==> src/rtl/chal_pkg.sv <==
// Shared definitions for the challenge sequencer and the CMAC verifier.
// Holds the sequencer state encoding and the default challenge geometry.
package chal_pkg;

    typedef enum logic [2:0] {
        IDLE = 3'd0,
        REQ  = 3'd1,
        WAIT = 3'd2,
        SEND = 3'd3,
        DONE = 3'd4
    } chal_state_t;

    localparam int CHAL_W_DEF = 64;
    localparam int BYTE_W_DEF = 8;

endpackage

==> src/rtl/challenge_tx_ctrl.sv <==
// Requests a challenge from the ASG generator, latches it, and streams it
// MSB byte first over a valid/ready handshake; holds it for the CMAC verifier.
module challenge_tx_ctrl
    import chal_pkg::*;
#(
    parameter int CHAL_W         = CHAL_W_DEF,
    parameter int BYTE_W         = BYTE_W_DEF,
    parameter int TIMEOUT_CYCLES = 256
) (
    input  logic              clk,
    input  logic              reset,
    input  logic              start,
    output logic              enable_sample,
    input  logic              sampled_done,
    input  logic [CHAL_W-1:0] rng_challenge,
    output logic [BYTE_W-1:0] tx_data,
    output logic              tx_valid,
    input  logic              tx_ready,
    output logic [CHAL_W-1:0] challenge,
    output logic              challenge_valid,
    output logic              busy,
    output logic              timeout_err,
    output chal_state_t       dbg_state
);

    localparam int NB    = CHAL_W / BYTE_W;
    localparam int IDX_W = (NB > 1) ? $clog2(NB) : 1;
    localparam int CNT_W = $clog2(TIMEOUT_CYCLES);

    localparam logic [IDX_W-1:0] LAST_IDX = IDX_W'(NB - 1);
    localparam logic [CNT_W-1:0] CNT_LAST = CNT_W'(TIMEOUT_CYCLES - 1);

    // Handshake: a byte transfers on any cycle where tx_valid && tx_ready;
    // tx_valid and tx_data are registered and never depend on tx_ready combinationally.

    chal_state_t       r_state;
    chal_state_t       w_next_state;
    logic [IDX_W-1:0]  r_idx;
    logic [IDX_W-1:0]  w_idx_inc;
    logic [CNT_W-1:0]  r_cnt;
    logic [CHAL_W-1:0] r_challenge;
    logic [BYTE_W-1:0] r_tx_data;
    logic [BYTE_W-1:0] w_next_byte;
    logic              r_tx_valid;
    logic              r_enable_sample;
    logic              r_challenge_valid;
    logic              r_busy;
    logic              r_timeout_err;
    logic              w_hs;
    logic              w_capture;
    logic              w_wait_exp;

    assign w_hs        = (r_state == SEND) && r_tx_valid && tx_ready;
    assign w_capture   = (r_state == WAIT) && sampled_done;
    // sampled_done has priority over an expiring counter.
    assign w_wait_exp  = (r_state == WAIT) && !sampled_done && (r_cnt == CNT_LAST);
    assign w_idx_inc   = r_idx + 1'b1;
    assign w_next_byte = r_challenge[CHAL_W-1-BYTE_W*int'(w_idx_inc) -: BYTE_W];

    always_ff @(posedge clk) begin
        if (reset) begin
            r_state <= IDLE;
        end else begin
            r_state <= w_next_state;
        end
    end

    always_comb begin
        w_next_state = r_state;
        case (r_state)
            IDLE:    if (start) w_next_state = REQ;
            REQ:     w_next_state = WAIT;
            WAIT: begin
                if (sampled_done) begin
                    w_next_state = SEND;
                end else if (r_cnt == CNT_LAST) begin
                    w_next_state = IDLE;
                end
            end
            SEND:    if (w_hs && (r_idx == LAST_IDX)) w_next_state = DONE;
            DONE:    if (start) w_next_state = REQ;
            default: w_next_state = IDLE;
        endcase
    end

    // Status outputs are registered from the next state so they line up with it.
    always_ff @(posedge clk) begin
        if (reset) begin
            r_enable_sample   <= 1'b0;
            r_busy            <= 1'b0;
            r_challenge_valid <= 1'b0;
            r_timeout_err     <= 1'b0;
            r_cnt             <= '0;
            r_idx             <= '0;
            r_challenge       <= '0;
            r_tx_data         <= '0;
            r_tx_valid        <= 1'b0;
        end else begin
            r_enable_sample   <= (w_next_state == REQ);
            r_busy            <= (w_next_state == REQ) || (w_next_state == WAIT) ||
                                 (w_next_state == SEND);
            r_challenge_valid <= (w_next_state == DONE);
            r_timeout_err     <= w_wait_exp;

            if (r_state == REQ) begin
                r_cnt <= '0;
            end else if (r_state == WAIT) begin
                r_cnt <= r_cnt + 1'b1;
            end

            if (w_capture) begin
                r_challenge <= rng_challenge;
                r_idx       <= '0;
                r_tx_data   <= rng_challenge[CHAL_W-1 -: BYTE_W];
                r_tx_valid  <= 1'b1;
            end else if (w_hs) begin
                if (r_idx == LAST_IDX) begin
                    r_tx_valid <= 1'b0;
                end else begin
                    r_idx     <= w_idx_inc;
                    r_tx_data <= w_next_byte;
                end
            end
        end
    end

    assign enable_sample   = r_enable_sample;
    assign tx_data         = r_tx_data;
    assign tx_valid        = r_tx_valid;
    assign challenge       = r_challenge;
    assign challenge_valid = r_challenge_valid;
    assign busy            = r_busy;
    assign timeout_err     = r_timeout_err;
    assign dbg_state       = r_state;

endmodule

==> config.mk <==
export PLATFORM = sky130hd
export DESIGN_NAME = challenge_tx_ctrl
export DESIGN_NICKNAME = d
export VERILOG_FILES = /design/src/rtl/chal_pkg.sv /design/src/rtl/challenge_tx_ctrl.sv
export SDC_FILE = /design/constraint.sdc
export NUM_CORES = 1
export LEC_CHECK = 0
export BUFFER_PORTS_ARGS = -buffer_cell sky130_fd_sc_hd__buf_2
export CORE_MARGIN = 5
export CORE_UTILIZATION = 40
export DETAILED_ROUTE_END_ITERATION = 10
export GPL_ROUTABILITY_DRIVEN = 0
export PLACE_DENSITY = 0.7
export SLEW_MARGIN = 20
export SYNTH_ARGS = -nofsm -noshare
export SYNTH_HDL_FRONTEND = slang
export SYNTH_SLANG_ARGS = --single-unit
==> constraint.sdc <==
create_clock -name clk -period 1.7 [get_ports clk]
set_clock_uncertainty 0.05 [all_clocks]
set_input_delay 0.34 -clock clk [delete_from_list [all_inputs] [get_ports clk]]
set_output_delay 0.34 -clock clk [all_outputs]
set_load 0.01 [all_outputs]
After elaboration in Yosys (flattened, before gate mapping) --
Index checks and enable logic that the tools add are counted.
Operators by class: mux-type cells 11, bitwise logic cells 1, order comparisons 0, add/subtract/negate cells 3, div/mod/pow operators 0, multiply operators 0, equal/unequal tests 11, reduce and logical (&&, ||, !) cells 18, shifts and indexed selects 1
Operators by type and width (count):
- $shiftx A71 B7 Y8 | 1
- $mux W8 | 3
- $eq A3 B2 Y1 const B | 4
- $mux W3 | 4
- $pmux W3 S4 | 1
- $eq A3 B3 Y1 const B | 3
- $add A8 B1 Y8 const B | 1
- $eq A8 B8 Y1 const B | 1
- $sub A6 B6 Y7 const A | 1
- $eq A3 B1 Y1 const B | 2
- $logic_and A1 B1 Y1 | 6
- $reduce_and A2 Y1 | 3
- $reduce_or A2 Y1 | 3
- $reduce_bool A2 Y1 | 2
- $add A3 B1 Y3 const B | 1
- $logic_not A3 Y1 | 1
- $mux W1 | 3
- $logic_or A1 B1 Y1 | 2
- $ne A2 B2 Y1 const B | 1
- $logic_not A1 Y1 | 1
- $not A1 Y1 | 1
Storage, ports and cells: logic and storage cells 55, input port bits 69, bits in registers 91, latch bits 0, memories kept 0, ROM bits 0, memory bits (writable) 0

Logic depth before layout (Yosys ltp) --
Gate-level depths: netlist of run 1.
depth after elaboration 9, depth in mapped cells 6

Least setup slack after synthesis of run 1 --
No wires, ideal clock.
path kind register to register, start reg r_idx[0], end reg r_tx_data[0], in the netlist tx_data[0], setup time 0.143 ns, arrival time 1.517 ns, buffers on the path 2, clock period less this slack 1.710 ns, setup slack -0.010 ns, stages on the path, launching flop included 6, path through dfxtp_1 > buf_2 > buf_4 > mux4_2 > mux2i_1 > o221ai_1
Between the ends: word-level cells in the longest chain between the ends 6, elaborated cells between the ends (all ways) 9, classes of those cells add/sub (2); eq/ne (2); shift (1); mux (3); reduce/logical (1)
RTL lines:
- start, declared | RTL line challenge_tx_ctrl.sv:38 | logic [IDX_W-1:0] r_idx;
- start signal, assigned | RTL line challenge_tx_ctrl.sv:120 | r_idx <= w_idx_inc;
- $add A3 B1 Y3 | RTL line challenge_tx_ctrl.sv:57 | assign w_idx_inc = r_idx + 1'b1;
- $sub A6 B6 Y7 | RTL line challenge_tx_ctrl.sv:58 | assign w_next_byte = r_challenge[CHAL_W-1-BYTE_W*int'(w_idx_inc) -: BYTE_W];
- $shiftx A71 B7 Y8 | RTL line challenge_tx_ctrl.sv:58
- $mux W8 | RTL line challenge_tx_ctrl.sv:117 | if (r_idx == LAST_IDX) begin
- $mux W8 | RTL line challenge_tx_ctrl.sv:116 | end else if (w_hs) begin
- $mux W8 | RTL line challenge_tx_ctrl.sv:111 | if (w_capture) begin
- end signal, assigned | RTL line challenge_tx_ctrl.sv:114 | r_tx_data <= rng_challenge[CHAL_W-1 -: BYTE_W];
- end signal, assigned | RTL line challenge_tx_ctrl.sv:121 | r_tx_data <= w_next_byte;
- end, declared | RTL line challenge_tx_ctrl.sv:42 | logic [BYTE_W-1:0] r_tx_data;
Parallel ways exist; a longest one is shown, timed or not. The select of a mux whose other input is x is not followed. A chain may end at the register's enable or synchronous reset.

Worst setup path after layout of run 1 --
start reg r_idx[0], end reg r_tx_data[1], in the netlist tx_data[1]
Between the ends: word-level cells in the longest chain between the ends 6, elaborated cells between the ends (all ways) 9, classes of those cells add/sub (2); eq/ne (2); shift (1); mux (3); reduce/logical (1)
RTL lines:
- $add A3 B1 Y3 | RTL line challenge_tx_ctrl.sv:57
- net w_idx_inc[1] | RTL line challenge_tx_ctrl.sv:39 | logic [IDX_W-1:0] w_idx_inc;
- $sub A6 B6 Y7 | RTL line challenge_tx_ctrl.sv:58
- $shiftx A71 B7 Y8 | RTL line challenge_tx_ctrl.sv:58
- $mux W8 | RTL line challenge_tx_ctrl.sv:117
- $mux W8 | RTL line challenge_tx_ctrl.sv:116
- $mux W8 | RTL line challenge_tx_ctrl.sv:111
The timed path passes the listed nets, and every way through them passes these cells. The select of a mux whose other input is x is not followed.

==> results of run 1 <==
-- power breakdown --
| part | internal [mW] | switching, mW |
|---|---|---|
| sequential | 2.20 | 0.0711 |
| combinational | 0.243 | 0.275 |
| clock | 0.877 | 0.775 |
-- sequential cells by signal (all words and copies together), names as in the netlist --
| name | count |
|---|---|
| challenge | 64 |
| timeout_err | 1 |
| tx_data | 8 |
| r_idx | 3 |
| enable_sample | 1 |
| challenge_valid | 1 |
| busy | 1 |
| dbg_state | 3 |
| r_cnt | 8 |
| tx_valid | 1 |
-- through the flow --
stage / power [mW] / hold slack (ns) / area (um2) / cells / worst slack, ns
CTS: 4.46 / 0.144 / 5160 / 725 / 0.0103
finish: 4.44 / 0.159 / 5180 / 725 / 0.0330
global route: 4.60 / 0.145 / 5180 / 725 / -0.0350
detailed placement: 2.83 / 0.423 / 4900 / 709 / -0.0632
global placement: 2.82 / 0.414 / 4900 / 709 / 0.00455
floorplan: 2.54 / 0.402 / 3860 / 440 / 0.0114
-- per-layer routing --
metal	track usage [%]	part of all wire, %	routed length [um]	up-vias
li1	-	-	-	1836
met1	28.8	43	5420	1834
met2	33.1	47	5950	156
met3	4.18	6.9	866	24
met4	9.11	2.5	308	0
met5	0	0	0	-
-- Yosys cell counts (2+ instances only) --
master      n  area, um2
nand2_1   134        503
dfxtp_1    91       1820
a21oi_1    77        385
mux4_2     16        360
clkbuf_1   14       52.6
buf_1      11       41.3
nand3b_1   11       82.6
nand2b_1   10       62.6
mux2i_1     8       80.1
o221ai_1    8       70.1
buf_2       6       30.0
nand3_1     5       25.0
nor2_1      5       18.8
o31ai_1     5       37.5
or3_1       5       31.3
o21ai_0     4       20.0
or4_1       4       30.0
ha_1        3       37.5
o21ai_1     3       15.0
and3b_1     2       17.5
buf_4       2       15.0
inv_1       2       7.51
-- final cells by class --
class                      count  share of cell area [%]
clock buffer                  11                    2.73
clock inverter                 5                    1.64
inverter                       2                   0.145
multi-input combinational    314                    37.8
sequential                    91                    35.2
tap                          129                    3.11
timing repair buffer         173                    19.3
-- worst min path at each step --
stage | from | endpoint | slack (ns) | cells after the start
floorplan | r_cnt[7] | r_cnt[7] | 0.40 | 2
global placement | r_cnt[1] | r_cnt[1] | 0.41 | 2
detailed placement | challenge[23] | challenge[23] | 0.42 | 2
CTS | rng_challenge[15] | challenge[15] | 0.14 | 3
global route | rng_challenge[45] | challenge[45] | 0.15 | 3
finish | rng_challenge[17] | challenge[17] | 0.16 | 3
-- placed cells by master (no fill, tap or decap), types with 3 or more instances in the layout --
cell      instances
or4_1             4
clkbuf_8         10
dfxtp_1          87
mux2i_1           7
nand2b_1         10
buf_4            18
nand3b_1         11
or3_1             4
o221ai_1          8
o21ai_0           4
a21oi_1          77
nand3_1           5
dfxtp_2           4
o21ai_1           3
buf_2           148
o31ai_1           5
mux4_2           16
nor2_1            5
nand2_1         134
buf_12            5
-- repair_timing --
item,CTS,global route
resized for setup,6,9
pin swaps,0,1
setup endpoints to repair,8,16
gates cloned,0,0
-- worst max-delay path, cell delays in order, from the launching register on --
cell and delay, ns:
dfxtp_2 0.36, ha_4 0.30, mux4_2 0.54, mux2i_2 0.17, o221ai_1 0.12
-- logic make-up after synthesis --
family,count (synthesis),synth area share [%]
DFF,91,47.2
AOI/OAI and AO/OA,103,14.9
and+or+nand+nor,183,21.5
buffers and inverters,35,3.79
muxes,24,11.4
xor gates and xnor gates,1,0.227
adders and majority gates,3,0.973
==> summary.txt, run 1 <==
Outcome
  – Outcome: complete, no violations

CTS
  – Post-CTS Repair Setup Buffers: 0
  – TritonCTS clock tree: done
  – TritonCTS Sinks: 91
  – CTS root buf: clkbuf_8
  – CTS Buffer Depth: 2
  – H-tree levels: 3
  – Clock latency on the worst-skew pair: 0.36 ns
  – CTS hold repair buffers: 0
  – Clock-pin slew on the worst setup and hold paths: 0.09 ns
  – TritonCTS buffer count: 9

Route
  – Vias per cell: 5.31
  – DRC: 0
  – Pre-antenna DRT Iters: 4
  – DR iter-0 viols: 221
  – Total number of vias: 3850
  – Antenna-violating nets left: 0
  – DR WL/cell: 17.3 um
  – Final Routed Wirelength: 12500 um

Placement
  – IO buf count: 148
  – Post-DP HPWL: 9590 um

Flow run
  – Max Cap Viol: 0

Critical path
  – Arr. time, crit path: 1.86 ns
  – Worst R2R Path Depth: 4
  – CP Launch Point: r_idx[0]
  – Crit path to: tx_data[1]
  – Crit Path Max Fanout: 5
  – R2r startpoint: r_idx[0]
  – CP Class: flop to flop
  – Crit start category: flop
  – Slack of the worst reg-to-reg path: 0.03 ns
  – WP data required: 1.89 ns
  – Setup crit end kind: flop
  – R2R Path End: tx_data[1]

Floorplanning
  – Die Wd: 108 um
  – DIE AREA: 11700 um2
  – Initial Util: 41.4%
  – I/O pin cnt: 149
  – Cell Rows: 35
  – Die Y: 108 um
  – Placeable Area: 9330 um2

Cells and area
  – Ant diodes: 0
  – Final core occ: 55.6%
  – Area growth, synth to finish: 34.3%
  – Multi-input gate area: 1960 um2
  – Post-layout net count: 663
  – # fillers: 862
  – Register Area: 1830 um2
  – Share of cells above drive strength 1: 36.4%

STA
  – Max-slew headroom: 78.4%
  – TNS Setup: 0 ns
  – Worst Tran Pin Value: 0.321 ns
  – Slew Limit Fails: 0
  – RSZ-0062 raised after global routing: true
  – Min Tclk post-route: 1.67 ns
  – Setup violations, final: 0
  – Hold Fails Final Rpt: 0
  – Final worst-path cycle share: 98.1%
  – Peak Freq: 600 MHz

Synthesis
  – Netlist Area Pre-Place: 3860 um2
  – Synth Net Count: 512
  – Cells after Synth: 440
  – Yosys reg bits: 91
  – Dominant synthesized flop cell: dfxtp_1
  – Seq/Total Area, Yosys: 47.2%
  – Async S/R FF share, synth: 0%
  – Synth warn: 0
  – Post-synth cell types: 36
  – Synth Area per Inst: 8.77 um2
  – Post-synth EDFFs: 0

Global routing
  – Initial antenna violation count: 0
  – Grt total ovfl: 0
  – Largest net degree at the start of global routing: 77
  – Number of global-route vias before repair: 3604
  – Global-route wire length before repair: 19300 um
  – Total track usage: 21.2%

Pwr
  – PD cells: 857 nW/um2
  – Leak: 2.10 nW
  – VDD IR max: 0.000532 V

Hold path
  – Tightest Hold Check Type: primary input to flop
Power figures use the tool's default switching activity.
==> run 2: changes to the inputs <==
--- a/config.mk
+++ b/config.mk
@@ -6,12 +6,15 @@
 export NUM_CORES = 1
 export LEC_CHECK = 0
 export BUFFER_PORTS_ARGS = -buffer_cell sky130_fd_sc_hd__buf_2
+export CAP_MARGIN = 5
 export CORE_MARGIN = 5
 export CORE_UTILIZATION = 40
 export DETAILED_ROUTE_END_ITERATION = 10
 export GPL_ROUTABILITY_DRIVEN = 0
 export PLACE_DENSITY = 0.7
+export RECOVER_POWER = 50
 export SLEW_MARGIN = 20
 export SYNTH_ARGS = -nofsm -noshare
 export SYNTH_HDL_FRONTEND = slang
 export SYNTH_SLANG_ARGS = --single-unit
+export TNS_END_PERCENT = 100
==> run 2 against run 1 <==
Core utilization is 1.1 points lower. Total power is 0.39% lower. Fmax decreased by 0.37%. Final area down 1.9%. Clock power barely moved. Sequential share of layout area is 0.66 points higher. Critical endpoint unchanged. Sequential power is essentially flat. Critical path type unchanged. Register-to-register slack barely moved. Largest power group unchanged. Flip-flop and latch count stayed put. Critical path depth unchanged. Non-clock buffer count unchanged.
==> summary.txt, run 2 (synthesized netlist as in run 1, its figures left out) <==
Route
  – Total number of vias: 3864
  – Vias per cell: 5.33
  – DR iter-0 viols: 221
  – DR WL/cell: 17.2 um
  – Antenna-violating nets left: 0
  – DRC: 0
  – DR top layer: met4
  – Final Routed Wirelength: 12500 um
  – DR WL met3: 843 um
  – DR WL met2: 5990 um
  – Pre-antenna DRT Iters: 4
  – Routed met1 length: 5370 um

CTS
  – CTS root buf: clkbuf_8
  – Clock-pin slew on the worst setup and hold paths: 0.09 ns
  – TritonCTS buffer count: 9
  – H-tree levels: 3
  – Clock latency on the worst-skew pair: 0.36 ns
  – TritonCTS Sinks: 91
  – TritonCTS clock tree: done
  – CTS Buffer Depth: 2

STA
  – Hold Fails Final Rpt: 0
  – RSZ-0062 raised after global routing: true
  – Slew Limit Fails: 0
  – Peak Freq: 598 MHz
  – Max-slew headroom: 78.4%
  – Setup violations, final: 0
  – Worst Tran Pin Value: 0.321 ns
  – Final worst-path cycle share: 98.4%
  – Min Tclk post-route: 1.67 ns

Cells and area
  – Max reg flops: 64
  – Ant diodes: 0
  – Commonest non-fill, non-tap cell in the layout: nand2_1
  – Final core occ: 54.5%
  – Area growth, synth to finish: 31.7%
  – Commonest cells after routing, fill and taps aside: 134 x nand2_1, 88 x dfxtp_1, 77 x a21oi_1, 77 x clkbuf_1, 73 x buf_2
  – Share of cells above drive strength 1: 23.5%
  – # fillers: 891
  – Post-layout net count: 663

Floorplanning
  – Die Wd: 108 um
  – DIE AREA: 11700 um2
  – Placeable Area: 9330 um2
  – I/O pin cnt: 149
  – Die Y: 108 um
  – Cell Rows: 35
  – Initial Util: 41.4%

Critical path
  – Arr. time, crit path: 1.86 ns
  – CP Class: flop to flop
  – Setup crit end kind: flop
  – Crit start category: flop
  – WP data required: 1.89 ns
  – Crit Path Max Fanout: 5

Pwr
  – Cell-internal power: 3.31 mW
  – Pwr Total: 4.43 mW
  – Leak: 1.78 nW
  – Seq pwr share: 51.4%
  – Comb pwr share: 11.3%
  – PD cells: 871 nW/um2
  – VDD IR max: 0.000527 V
  – Clk pwr share: 37.3%
  – Switching Share: 25.3%
  – P_sw: 1.12 mW

Placement
  – IO buf count: 148
  – Post-DP HPWL: 9590 um

Outcome
  – Outcome: complete, no violations

Global routing
  – Number of global-route vias before repair: 3604
  – Global-route wire length before repair: 19300 um
  – Initial antenna violation count: 0
  – Total track usage: 21.2%
  – Grt total ovfl: 0
  – Largest net degree at the start of global routing: 77

Flow run
  – Max Cap Viol: 0

Hold path
  – Tightest Hold Check Type: primary input to flop
## run 2: cell count changes in the layout (fill, tap and decap cells not counted), sizes merged
cell	before	now
buf	173	97
clkbuf	11	87
## run 2: what timing repair did
item                                    in CTS  in global routing
pin swaps                                    0                  1
hold buffers                                 0                  0
resized for setup                            6                  9
endpoints found under the setup margin       8                 16
buffers inserted                             0                  0
## run 2: through the flow
stage / hold WS [ns] / setup TNS, ns / setup WS (ns) / cell area (um2) / std cells
after global placement: 0.414 / 0 / 0.00455 / 4900 / 709
after global routing: 0.145 / -0.222 / -0.0350 / 5080 / 725
final: 0.156 / 0 / 0.0268 / 5080 / 725
after detailed placement: 0.423 / -0.289 / -0.0632 / 4900 / 709
after CTS: 0.144 / 0 / 0.0103 / 5160 / 725
after floorplan: 0.402 / 0 / 0.0114 / 3860 / 440
## run 2: final cells by class
class,count,area (um2),share of cell area [%]
Multi-Input combinational cell,314,1960,38.5
Sequential cell,91,1830,35.9
Timing Repair Buffer,173,905,17.8
Tap cell,129,161,3.17
Clock buffer,11,141,2.78
Clock inverter,5,85.1,1.67
Inverter,2,7.51,0.148
## run 2: power by group through the flow
stage	clock network, mW	logic (mW)	registers (mW)
6_report	1.65	0.502	2.27
5_1_grt	1.75	0.551	2.28
4_1_cts	1.68	0.512	2.27
3_5_place_dp	0	0.510	2.32
3_3_place_gp	0	0.500	2.32
2_1_floorplan	0	0.218	2.33
## run 2: per-layer routing
layer	vias to the layer above	track usage [%]
met2	161	33.1
met5	-	0
met3	23	4.18
met1	1843	28.8
met4	0	9.11
li1	1837	-
## run 2: path summary, 6_finish.rpt
check,start,cells past startpoint,end,slack (ns)
min reg2reg,r_cnt[1],2,r_cnt[1],0.44
max,r_idx[0],4,tx_data[1],0.03
min,rng_challenge[17],3,challenge[17],0.16
max reg2reg,r_idx[0],4,tx_data[1],0.03
## run 2: worst max-delay path: stages (launching register included)
cell,delay [ns]
dfxtp_2,0.36
ha_4,0.30
mux4_2,0.54
mux2i_2,0.18
o221ai_1,0.12
==> run 3: changes to the inputs <==
--- a/config.mk
+++ b/config.mk
@@ -7,11 +7,13 @@
 export LEC_CHECK = 0
 export BUFFER_PORTS_ARGS = -buffer_cell sky130_fd_sc_hd__buf_2
 export CAP_MARGIN = 5
+export CELL_PAD_IN_SITES_DETAIL_PLACEMENT = 1
+export CELL_PAD_IN_SITES_GLOBAL_PLACEMENT = 2
 export CORE_MARGIN = 5
-export CORE_UTILIZATION = 40
+export CORE_UTILIZATION = 25
 export DETAILED_ROUTE_END_ITERATION = 10
 export GPL_ROUTABILITY_DRIVEN = 0
-export PLACE_DENSITY = 0.7
+export PLACE_DENSITY = 0.76
 export RECOVER_POWER = 50
 export SLEW_MARGIN = 20
 export SYNTH_ARGS = -nofsm -noshare
==> run 3 against run 2 <==
Final area is 5.1% higher. Routed wire length increased by 24%. Non-clock buffer count is 7 higher. Global-route usage is 4.2 points lower. Fmax rose by 1.5%. Total power is 13% higher. Die area rose by 54%. Core utilization shrank 19 points. First-iteration DRC count fell by 26%. Sequential share of layout area fell by 1.7 points. Clock power up 33%. Register-to-register slack improved by 0.02 ns. Largest cell class unchanged.
==> summary.txt, run 3 (synthesized netlist as in run 1, its figures left out) <==
Hold path
  – Hold Path Stages: 3
  – Hold wc startpoint: rng_challenge[51]
  – Worst Hold End: challenge[51]
  – Tightest Hold Check Type: primary input to flop

Floorplanning
  – I/O pin cnt: 149
  – Die Wd: 134 um
  – Initial Util: 25.5%
  – Placeable Area: 15100 um2
  – Die Y: 134 um
  – Cell Rows: 45
  – DIE AREA: 18000 um2

Critical path
  – R2r startpoint: r_idx[0]
  – Worst R2R Path Depth: 4
  – Arr. time, crit path: 1.82 ns
  – R2R Path End: tx_data[0]
  – Setup crit end kind: flop
  – WP data required: 1.87 ns
  – CP Class: flop to flop
  – Slack of the worst reg-to-reg path: 0.05 ns
  – Crit start category: flop
  – Crit Path Max Fanout: 5

Global routing
  – Grt total ovfl: 0
  – Initial antenna violation count: 0
  – Total track usage: 17.0%
  – Number of global-route vias before repair: 4049
  – Largest net degree at the start of global routing: 57
  – Global-route wire length before repair: 23500 um

Cells and area
  – Commonest non-fill, non-tap cell in the layout: nand2_1
  – Max reg flops: 64
  – Post-layout net count: 671
  – Share of cells above drive strength 1: 24.2%
  – Commonest cells after routing, fill and taps aside: 134 x nand2_1, 88 x dfxtp_1, 78 x clkbuf_1
  – Ant diodes: 0
  – Area growth, synth to finish: 38.5%

Route
  – Total number of vias: 3898
  – Vias per cell: 4.92
  – DR iter-0 viols: 164
  – DRC: 0
  – Pre-antenna DRT Iters: 4
  – Antenna-violating nets left: 0
  – DR WL/cell: 19.5 um
  – Final Routed Wirelength: 15500 um

CTS
  – TritonCTS clock tree: done
  – TritonCTS buffer count: 9
  – TritonCTS Sinks: 91
  – CTS root buf: clkbuf_16
  – Clock-pin slew on the worst setup and hold paths: 0.07 ns
  – Clock latency on the worst-skew pair: 0.35 ns
  – CTS Buffer Depth: 2
  – H-tree levels: 3

Pwr
  – VDD IR max: 0.000483 V
  – PD cells: 935 nW/um2
  – Pwr Total: 5.00 mW
  – Leak: 1.86 nW

Flow run
  – Max Cap Viol: 0

Placement
  – Post-DP HPWL: 12000 um
  – IO buf count: 148

STA
  – Worst Tran Pin Value: 0.362 ns
  – Max-slew headroom: 75.8%
  – Min Tclk post-route: 1.65 ns
  – Slew Limit Fails: 0
  – Hold slack: 0.176 ns
  – Setup violations, final: 0
  – Hold Fails Final Rpt: 0
  – RSZ-0062 raised after global routing: true
  – Peak Freq: 607 MHz
  – TNS Setup: 0 ns
  – Final worst-path cycle share: 97.0%

Outcome
  – Outcome: complete, no violations
[run 3: worst max-delay path by stage]
stage,from,end,slack (ns),cells after the start
2_1_floorplan,r_idx[0],tx_data[4],0.01,6
3_3_place_gp,r_idx[0],tx_data[6],0.01,5
3_5_place_dp,r_idx[0],tx_data[4],-0.12,5
4_1_cts,dbg_state[0],r_cnt[6],0.001,3
5_1_grt,r_idx[0],tx_data[6],-0.02,5
6_report,r_idx[0],tx_data[0],0.05,4
[run 3: critical path, cell delays in order (launching register included)]
cell      delay (ns)
dfxtp_2         0.35
ha_4            0.33
mux4_2          0.52
mux2i_1         0.16
o221ai_1        0.12
[run 3: timing repair]
| action | 4_1_cts | 5_1_grt |
|---|---|---|
| setup endpoints to repair | 8 | 26 |
| setup buffers | 0 | 5 |
| hold buffers | 0 | 0 |
| gates resized for setup | 9 | 7 |
| gates cloned | 0 | 2 |
| pin swaps | 0 | 3 |
[run 3: layout make-up]
| cell class | instances | area (um2) |
|---|---|---|
| Fill cell | 1808 | 9800 |
| Multi-Input combinational cell | 315 | 1960 |
| Sequential cell | 91 | 1830 |
| Timing Repair Buffer | 180 | 987 |
| Clock buffer | 10 | 239 |
| Tap cell | 188 | 235 |
| Clock inverter | 6 | 88.8 |
| Inverter | 2 | 7.51 |
[run 3: stage by stage]
stage	instances	setup slack [ns]	utilization [%]	instance area, um2
finish	792	0.0516	35.3	5340
global route	792	-0.0213	35.3	5340
floorplan	440	0.0114	-	3860
detailed placement	769	-0.120	32.9	4980
global placement	769	0.0115	32.9	4980
CTS	785	0.000983	35.3	5350
[run 3: power breakdown]
part	switching, mW	internal (mW)
Sequential	0.0822	2.20
Clock	0.867	1.33
Combinational	0.289	0.229
[run 3: per-layer routing]
layer,vias to the layer above,global-route usage (%),share of wire (%)
met5,-,0,0
met1,1911,22.1,45
met4,0,6.56,2.0
li1,1857,-,-
met3,19,3.45,4.5
met2,111,27.8,48
